`src/rtl/uart_rx_deser.sv`:
```
// Data-bit deserializer: LSB-first shift register, bit counter and running XOR of received bits.
// Updates one cycle after i_en; clear has priority over enable.
// No backpressure: the FSM only enables it on qualified data-bit strobes.
module uart_rx_deser #(
  parameter int Width = 8,
  parameter int CW    = $clog2(Width + 1)
) (
  input  logic             CLK,
  input  logic             RST,
  input  logic             i_clr,
  input  logic             i_en,
  input  logic             i_bit,
  output logic [Width-1:0] o_shift,
  output logic [CW-1:0]    o_cnt,
  output logic             o_acc
);

  logic [Width-1:0] r_shift;
  logic [CW-1:0]    r_cnt;
  logic             r_acc;

  // Shift new bits in from the top so the first received bit ends at position 0.
  always_ff @(posedge CLK) begin
    if (RST || i_clr) begin
      r_shift <= '0;
      r_cnt   <= '0;
      r_acc   <= 1'b0;
    end else if (i_en) begin
      r_shift <= {i_bit, r_shift[Width-1:1]};
      r_cnt   <= r_cnt + CW'(1);
      r_acc   <= r_acc ^ i_bit;
    end
  end

  assign o_shift = r_shift;
  assign o_cnt   = r_cnt;
  assign o_acc   = r_acc;

endmodule

```
`config.mk`:
```
export PLATFORM = sky130hd
export DESIGN_NAME = uart_rx_deser
export DESIGN_NICKNAME = d
export VERILOG_FILES = /design/src/rtl/uart_rx_deser.sv
export SDC_FILE = /design/constraint.sdc
export NUM_CORES = 1
export LEC_CHECK = 0
export CELL_PAD_IN_SITES_DETAIL_PLACEMENT = 0
export CELL_PAD_IN_SITES_GLOBAL_PLACEMENT = 1
export CORE_MARGIN = 2
export CORE_UTILIZATION = 35
export DETAILED_ROUTE_END_ITERATION = 10
export PLACE_DENSITY = 0.77
export SYNTH_ARGS = -nofsm -noshare
export SYNTH_HDL_FRONTEND = slang
export SYNTH_SLANG_ARGS = --single-unit
export TNS_END_PERCENT = 20
```
`constraint.sdc`:
```
create_clock -name CLK -period 2.9 [get_ports CLK]
set_input_delay 0.58 -clock CLK [delete_from_list [all_inputs] [get_ports CLK]]
set_output_delay 0.58 -clock CLK [all_outputs]
set_load 0.01 [all_outputs]
```
== Word-level counts from Yosys, hierarchy flattened ==
Cells that the tools add are included.

* Register bits after elaboration: 13
* Input port bits: 5
* Output and inout port bits: 13
* Word-level logic and storage cells: 6

* Add/subtract/negate cells: 1
* Bitwise operators: 1
* Reduce and logical (&&, ||, !) cells: 1

{| class="wikitable"
|+ Operators by type and width
! cell !! number
|-
| $add A4 B1 Y4 const B || 1
|-
| $logic_or A1 B1 Y1 || 1
|-
| $xor A1 B1 Y1 || 1
|}

== Longest topological paths before layout ==
Gate-level depths: netlist of run 1.

* Depth after elaboration: 1
* Depth in mapped cells: 4
* Gate-level depth less buffers: 3

== Worst setup path before layout of run 1 ==
OpenSTA, ideal clock, no wires.

* Kind: input port to flip-flop
* Start: input i_en
* End: register r_cnt[3], in the netlist o_cnt[3]
* Setup time: 0.121 ns
* Arrival: 1.055 ns
* Data required time: 2.779 ns
* Path slack: 1.724 ns
* Stages: 3
* Path buffers: 1
* Path through: buf_6 nand4_4 mux2_4

{| class="wikitable"
|+ RTL lines
! what !! RTL line !! RTL
|-
| from (decl) || 11 || <nowiki>input logic i_en,</nowiki>
|-
| to (signal assigned) || 30 || <nowiki>r_cnt <= r_cnt + CW'(1);</nowiki>
|-
| to (decl) || 19 || <nowiki>logic [CW-1:0] r_cnt;</nowiki>
|}

== Final worst setup path of run 1 ==
* Start: register r_cnt[0], in the netlist o_cnt[0]
* End: output o_cnt[0]

{| class="wikitable"
|+ RTL lines
! what !! RTL line !! RTL
|-
| to (decl) || 14 || <nowiki>output logic [CW-1:0] o_cnt,</nowiki>
|}

No word-level cell between the ends.

==> summary.txt, run 1 <==
Pwr
  • Clk pwr share: between 30% and 40%
  • Internal Power: about 0.00025 W
  • Sw power: around 0.00007 W
  • Comb power frac: under 10%
  • Worst vdd ir: roughly 0.00038 V
  • Switching share of power: 22.2%
  • Sequential Power Share: a little under three fifths
  • Pwr dens: approximately 430 nW/um^2
  • LEAKAGE: 0.293 nW

Clock network
  • H-tree lvl count: 1
  • CTS Hold Bufs: 0
  • CTS Buffer Depth: 2
  • CTS tree: built
  • Clock sinks: 13
  • Cts bufs inserted: 3
  • Resized Gates After CTS: 0
  • Worst-Skew Late Latency: 0.27 ns
  • CTS root buf: clkbuf_4
  • Postcts setup bufs: 0
  • Worst-path clk slew: about 0.080 ns

Synthesis
  • Post-synthesis average cell area: approximately 12 sq um
  • Synthesis-stage register bit count: 13
  • Yosys top cell area share: a little under half
  • Sequential area share after synthesis: ~47%
  • Synth area leader: dfxtp_1
  • Yosys warning count: 0
  • Syn Std Cell Area: 558 sq um
  • Cell variety after synth: 16
  • Cells after synthesis: 48
  • Post-synthesis net count: 54
  • Ranking of synthesized cells by area: dfxtp_1, mux2i_1, nor2_1

Place
  • Placer Congestion: 0.610
  • Port Buffer Count: 17
  • DP Wirelength: 648 um

Timing
  • Setup_tns: 0 ns
  • Final Hold Viols: 0
  • Final setup viols: 0
  • Max_slew headroom: between 80% and 90%
  • Final hold slack: 0.496 ns
  • Worst slew pin tran: 0.229 ns
  • Final min period: 1.87 ns
  • Fmax: around 0.53 GHz
  • Skew final: between 0.005 and 0.006 ns
  • Fin crit share: around 65%
  • Fin. max-slew vios: 0
  • RSZ-0062 raised after global routing: false

Hold path
  • Min-Delay Startpoint: o_shift[0]$_SDFFE_PP0P_
  • Tightest Hold Check Type: register to register
  • Hold EP: o_shift[0]$_SDFFE_PP0P_
  • Worst Hold Path Cells: 2

Global routing
  • Antenna violations before repair: 0
  • Number of global-route vias before repair: between 300 and 400
  • Largest net degree at the start of global routing: 16
  • Total global routing overflow: 0
  • Gr usage total: a little over a tenth
  • First-pass GRT wire length: 1520 um

Layout
  • Ant diodes: 0
  • FF/Latch Area: ~260 sq um
  • Fillcell total: 156
  • Share of post-route cells with drive strength above 1: ~15%
  • Multi-input logic area: 255 sq um
  • Layout Area Growth over Synthesis: 32.5%
  • Nets: 74

Floorplanning
  • Core Region: 1510 sq um
  • Rows: 14
  • Initial core utilization: 37.0%
  • Die ar.: 1930 sq um
  • Die span in y: around 44 um
  • Ports: 18
  • Die width: approximately 44 um

Critical path
  • Worst Path Arrival: 1.29 ns
  • Reg2reg start: o_cnt[0]$_SDFFE_PP0P_
  • Setup crit start kind: register
  • Worst path max stage delay: a little under 0.6 ns
  • Required time of the critical path: 2.32 ns
  • R2r endpoint: o_cnt[2]$_SDFFE_PP0P_
  • Critical setup path kind: register to output pin
  • Critical path's slowest cell: clkdlybuf4s50_1
  • CP Max Fanout: 4
  • CP delay by family, top: buffers and inverters
  • Crit. Startpoint: o_cnt[0]$_SDFFE_PP0P_
  • Worst R2R Setup Slack: approximately 1.9 ns
  • Buf/Inv on CP: 1
  • CP Cell Sequence: clkdlybuf4s50_1
  • Crit. End Element: output pin
  • Worst Reg-to-Reg Cells: 3

Detailed routing
  • DR WL/cell: approximately 11 um
  • Via count: 390
  • Post-route ant nets: 0
  • Detailed Route WL: just over 900 um
  • Routed vias/inst: between 4 and 5
  • Initial DRC count: 0
  • DRC violations left: 0
  • Pre-Repair DR Iteration Count: 1

Outcome
  • Outcome: complete, no violations

Run
  • Max_cap viols: 0
-- metal layers --
metal | GRT usage, % | vias up | share of wire [%]
li1 | - | 199 | -
met1 | 13.7 | 178 | 47
met2 | 15.9 | 13 | 47
met3 | 6.25 | 0 | 5.9
met4 | 3.64 | 0 | 0
met5 | 0 | - | 0
-- cell type report --
type,instances,area share (%)
clock buffer,4,3.55
multi-input combinational,32,34.5
sequential,13,35.2
tap,16,2.71
timing repair buffer,18,24.0
-- how the worst max path moves through the flow --
stage | end | slack, ns | depth (start not counted)
floorplan | o_cnt[3]$_SDFFE_PP0P_ | 1.72 | 3
global placement | o_cnt[3]$_SDFFE_PP0P_ | 1.09 | 4
detailed placement | o_cnt[3]$_SDFFE_PP0P_ | 1.08 | 4
CTS | o_cnt[0] | 1.01 | 1
global route | o_cnt[0] | 0.97 | 1
finish | o_cnt[0] | 1.03 | 1
-- metrics by stage --
| stage | cell area, sq um | setup WS, ns | instances | util, % | total power (W) |
|---|---|---|---|---|---|
| after floorplan | 558 | 1.72 | 48 | - | 0.000208 |
| after global placement | 713 | 1.09 | 79 | 47.3 | 0.000215 |
| after detailed placement | 713 | 1.08 | 79 | 47.3 | 0.000215 |
| after CTS | 739 | 1.01 | 83 | 49.1 | 0.000326 |
| after global routing | 739 | 0.969 | 83 | 49.1 | 0.000336 |
| final | 739 | 1.03 | 83 | 49.1 | 0.000321 |
-- flip-flops by register name (all words and copies together), names as in the netlist --
register,cells
o_cnt,4
o_shift,8
o_acc,1
-- kinds of logic (layout without fill, tap and decap cells) --
family / count (synthesis) / in the layout / synth area share (%)
flip-flops: 13 / 13 / 46.6
adder cells (fa/ha/maj): 1 / 1 / 2.24
AO/OA/AOI/OAI: 4 / 4 / 5.38
buffers and inverters: 3 / 22 / 7.62
AND/OR/NAND/NOR: 16 / 16 / 17.7
XOR/XNOR: 1 / 1 / 1.57
multiplexers: 10 / 10 / 18.8
-- power groups by stage --
| stage | clock (W) | sequential, W | combinational [W] |
|---|---|---|---|
| 6_report | 0.000110 | 0.000183 | 0.0000281 |
| 3_3_place_gp | 0 | 0.000187 | 0.0000282 |
| 4_1_cts | 0.000115 | 0.000183 | 0.0000285 |
| 3_5_place_dp | 0 | 0.000187 | 0.0000283 |
| 5_1_grt | 0.000123 | 0.000183 | 0.0000303 |
| 2_1_floorplan | 0 | 0.000188 | 0.0000198 |
-- Yosys cell counts --
| master | count |
|---|---|
| a21bo_2 | 2 |
| a21oi_1 | 2 |
| buf_12 | 1 |
| buf_6 | 2 |
| dfxtp_1 | 13 |
| ha_1 | 1 |
| mux2_4 | 1 |
| mux2i_1 | 9 |
| nand3b_1 | 1 |
| nand3b_2 | 1 |
| nand4_4 | 1 |
| nor2_1 | 10 |
| nor3_1 | 1 |
| nor3b_1 | 1 |
| or2_4 | 1 |
| xnor2_1 | 1 |
-- layout by cell type (no fill, tap or decap), drive strengths merged --
cell type	instances
a21oi	2
clkdlybuf4s50	17
nor2	10
a21bo	2
nor3	1
xnor2	1
or2	1
mux2	1
clkbuf	4
dfxtp	13
nand4	1
buf	1
nor3b	1
ha	1
nand3b	2
mux2i	9
Power figures use the tool's default switching activity.
==> inputs of run 2 (changes only) <==
- CORE_UTILIZATION: 35 -> 29
- PLACE_DENSITY: 0.77 -> 0.68
- clock period: 2.9 -> 1.7 ns (I/O delays scaled with it)
==> run 2 against run 1 <==
Worst hold slack about the same. Via count shrank 0.51%. Routed wire length decreased by 1.3%. First-iteration DRC count rose by 1. Core utilization is 5.4 points lower. Sequential share of layout area fell by 1.4 points. Cell count rose by 12%. Critical endpoint is now o_cnt[1].
==> summary.txt, run 2 (synthesized netlist as in run 1, its figures left out) <==
Pwr
  • Worst vdd ir: 0.000336 V (-12%)
  • Total power: 0.000550 W (+72%)
  • LEAKAGE: 0.303 nW (+3.4%)
  • Pwr dens: 714 nW/um^2 (+65%)

Floorplanning
  • Rows: 15 (+1)
  • Die span in y: 47.9 um (+9.0%)
  • Die ar.: 2290 sq um (+19%)
  • Die width: 47.9 um (+9.0%)
  • Core Region: 1760 sq um (+17%)
  • Ports: 18 (unchanged)
  • Initial core utilization: 31.6% (-5.4 points)

Critical path
  • Critical path's slowest cell: clkdlybuf4s50_1
  • CP Max Fanout: 4 (unchanged)
  • Worst R2R Setup Slack: 0.65 ns (-1.26 ns)
  • CP delay by family, top: buffers and inverters
  • Reg2reg start: o_cnt[0]$_SDFFE_PP0P_
  • Buf/Inv on CP: 1 (unchanged)
  • Worst Path Arrival: 1.27 ns (-0.02 ns)
  • R2r endpoint: o_cnt[2]$_SDFFE_PP0P_
  • Worst Reg-to-Reg Cells: 4 (+1)
  • Critical setup path kind: register to output pin
  • Crit. End Element: output pin
  • Required time of the critical path: 1.36 ns (-0.96 ns)
  • Worst path max stage delay: 0.57 ns (about the same)
  • CP Cell Sequence: clkdlybuf4s50_1
  • Setup crit start kind: register

Layout
  • Fillcell total: 196 (+26%)
  • Share of post-route cells with drive strength above 1: 16.2% (+1.3 points)
  • Commonest non-fill, non-tap cell in the layout: clkdlybuf4s50_1
  • Max FFs per register: 8 (unchanged)
  • Nets: 75 (+1.4%)
  • Final instance area: 771 sq um (+4.2%)
  • FF/Latch Area: 260 sq um (unchanged)
  • Most frequent cells in the layout: clkdlybuf4s50_1, dfxtp_1, nor2_1
  • Ant diodes: 0 (unchanged)
  • Multi-input logic area: 255 sq um (unchanged)
  • Layout Area Growth over Synthesis: 38.1%

Global routing
  • Gr usage total: 9.97% (-1.0 points)
  • Antenna violations before repair: 0 (unchanged)
  • Largest net degree at the start of global routing: 15 (-1)
  • Total global routing overflow: 0 (unchanged)
  • First-pass GRT wire length: 1470 um (-3.6%)
  • Number of global-route vias before repair: 334 (-4.0%)

Clock network
  • H-tree lvl count: 1 (unchanged)
  • Clock sinks: 13 (unchanged)
  • Resized Gates After CTS: 0 (unchanged)
  • CTS root buf: clkbuf_4
  • CTS tree: built
  • Cts bufs inserted: 3 (unchanged)
  • Postcts setup bufs: 0 (unchanged)
  • Worst-Skew Late Latency: 0.27 ns (about the same)
  • Worst-path clk slew: 0.08 ns (about the same)
  • CTS Buffer Depth: 2 (unchanged)
  • CTS Hold Bufs: 0 (unchanged)

Detailed routing
  • Initial DRC count: 1 (+1)
  • Routed vias/inst: 4.17 (-11%)
  • DR WL/cell: 9.78 um (-12%)
  • Pre-Repair DR Iteration Count: 2 (+1)
  • DRC violations left: 0 (unchanged)
  • Post-route ant nets: 0 (unchanged)
  • Detailed Route WL: 910 um (-1.3%)
  • Via count: 388 (-0.51%)

Timing
  • Fin crit share: between 90% and 100%
  • Max_slew headroom: 86.4% (+1.7 points)
  • Final Hold Viols: 0 (unchanged)
  • Fmax: about 0.62 GHz
  • Final min period: ~1.6 ns
  • Setup_tns: 0 ns (unchanged)
  • Fin. max-slew vios: 0 (unchanged)
  • Final setup viols: 0 (unchanged)
  • RSZ-0062 raised after global routing: false
  • Worst slew pin tran: 0.203 ns (-0.0266 ns)
  • Skew final: 0.00447 ns (-0.000647 ns)

Hold path
  • Min-Delay Startpoint: o_shift[0]$_SDFFE_PP0P_
  • Worst Hold Path Cells: 2 (unchanged)
  • Tightest Hold Check Type: register to register
  • Hold EP: o_shift[0]$_SDFFE_PP0P_

Place
  • Placer Congestion: 0.631 (+3.4%)
  • Placed cell area: 744 sq um (+4.4%)
  • Port Buffer Count: 17 (unchanged)
  • DP Wirelength: 684 um (+5.6%)

Run
  • Max_cap viols: 0 (unchanged)

Outcome
  • Outcome: complete, no violations
run 2: cell count changes in the layout (fill, tap and decap cells not counted), sizes merged:
cell	previous run	this run
buf	1	2
run 2: worst max-delay path by stage:
stage / endpoint / depth (start not counted) / startpoint / slack, ns
6_report: o_cnt[1] / 1 / o_cnt[1]$_SDFFE_PP0P_ / 0.09
5_1_grt: o_cnt[1] / 1 / o_cnt[1]$_SDFFE_PP0P_ / 0.02
4_1_cts: o_cnt[1] / 1 / o_cnt[1]$_SDFFE_PP0P_ / 0.07
3_5_place_dp: o_shift[0]$_SDFFE_PP0P_ / 4 / i_en / 0.23
3_3_place_gp: o_shift[0]$_SDFFE_PP0P_ / 4 / i_en / 0.23
2_1_floorplan: o_cnt[1]$_SDFFE_PP0P_ / 3 / o_cnt[0]$_SDFFE_PP0P_ / 0.71
run 2: cell type report:
class,count,area share [%]
flip-flops and latches,13,33.8
repair buffers,19,25.6
well taps,25,4.06
multi-input cells,32,33.1
clock buffers,4,3.41
run 2: routing by layer:
metal	GRT usage (%)	share of wire, %
met5	0	0
met4	9.73	2.1
met3	2.26	4.6
met2	11.7	44
met1	14.1	49
run 2: report_power, final:
part / total, W / internal [W] / leakage, nW / switching (W)
Clock: 0.000185 / 0.0000907 / 0.0150 / 0.0000944
Combinational: 0.0000549 / 0.0000311 / 0.183 / 0.0000238
Sequential: 0.000310 / 0.000308 / 0.105 / 0.00000230
Total: 0.000550 / 0.000430 / 0.303 / 0.000121
run 2: per-stage QoR:
step           utilization [%]  hold slack, ns  setup slack (ns)  instances
4_1_cts                   43.7           0.509            0.0683         93
2_1_floorplan                -           0.487             0.708         48
3_3_place_gp              42.2           0.486             0.230         89
6_report                  43.7           0.496            0.0933         93
3_5_place_dp              42.2           0.490             0.225         89
5_1_grt                   43.7           0.533            0.0217         93
run 2: tightest hold or removal path: cells and delay by family (launching register included):
kind,cells,cell delay [ns]
multiplexers,1,0.06
AND/OR/NAND/NOR,1,0.08
flip-flops,1,0.32
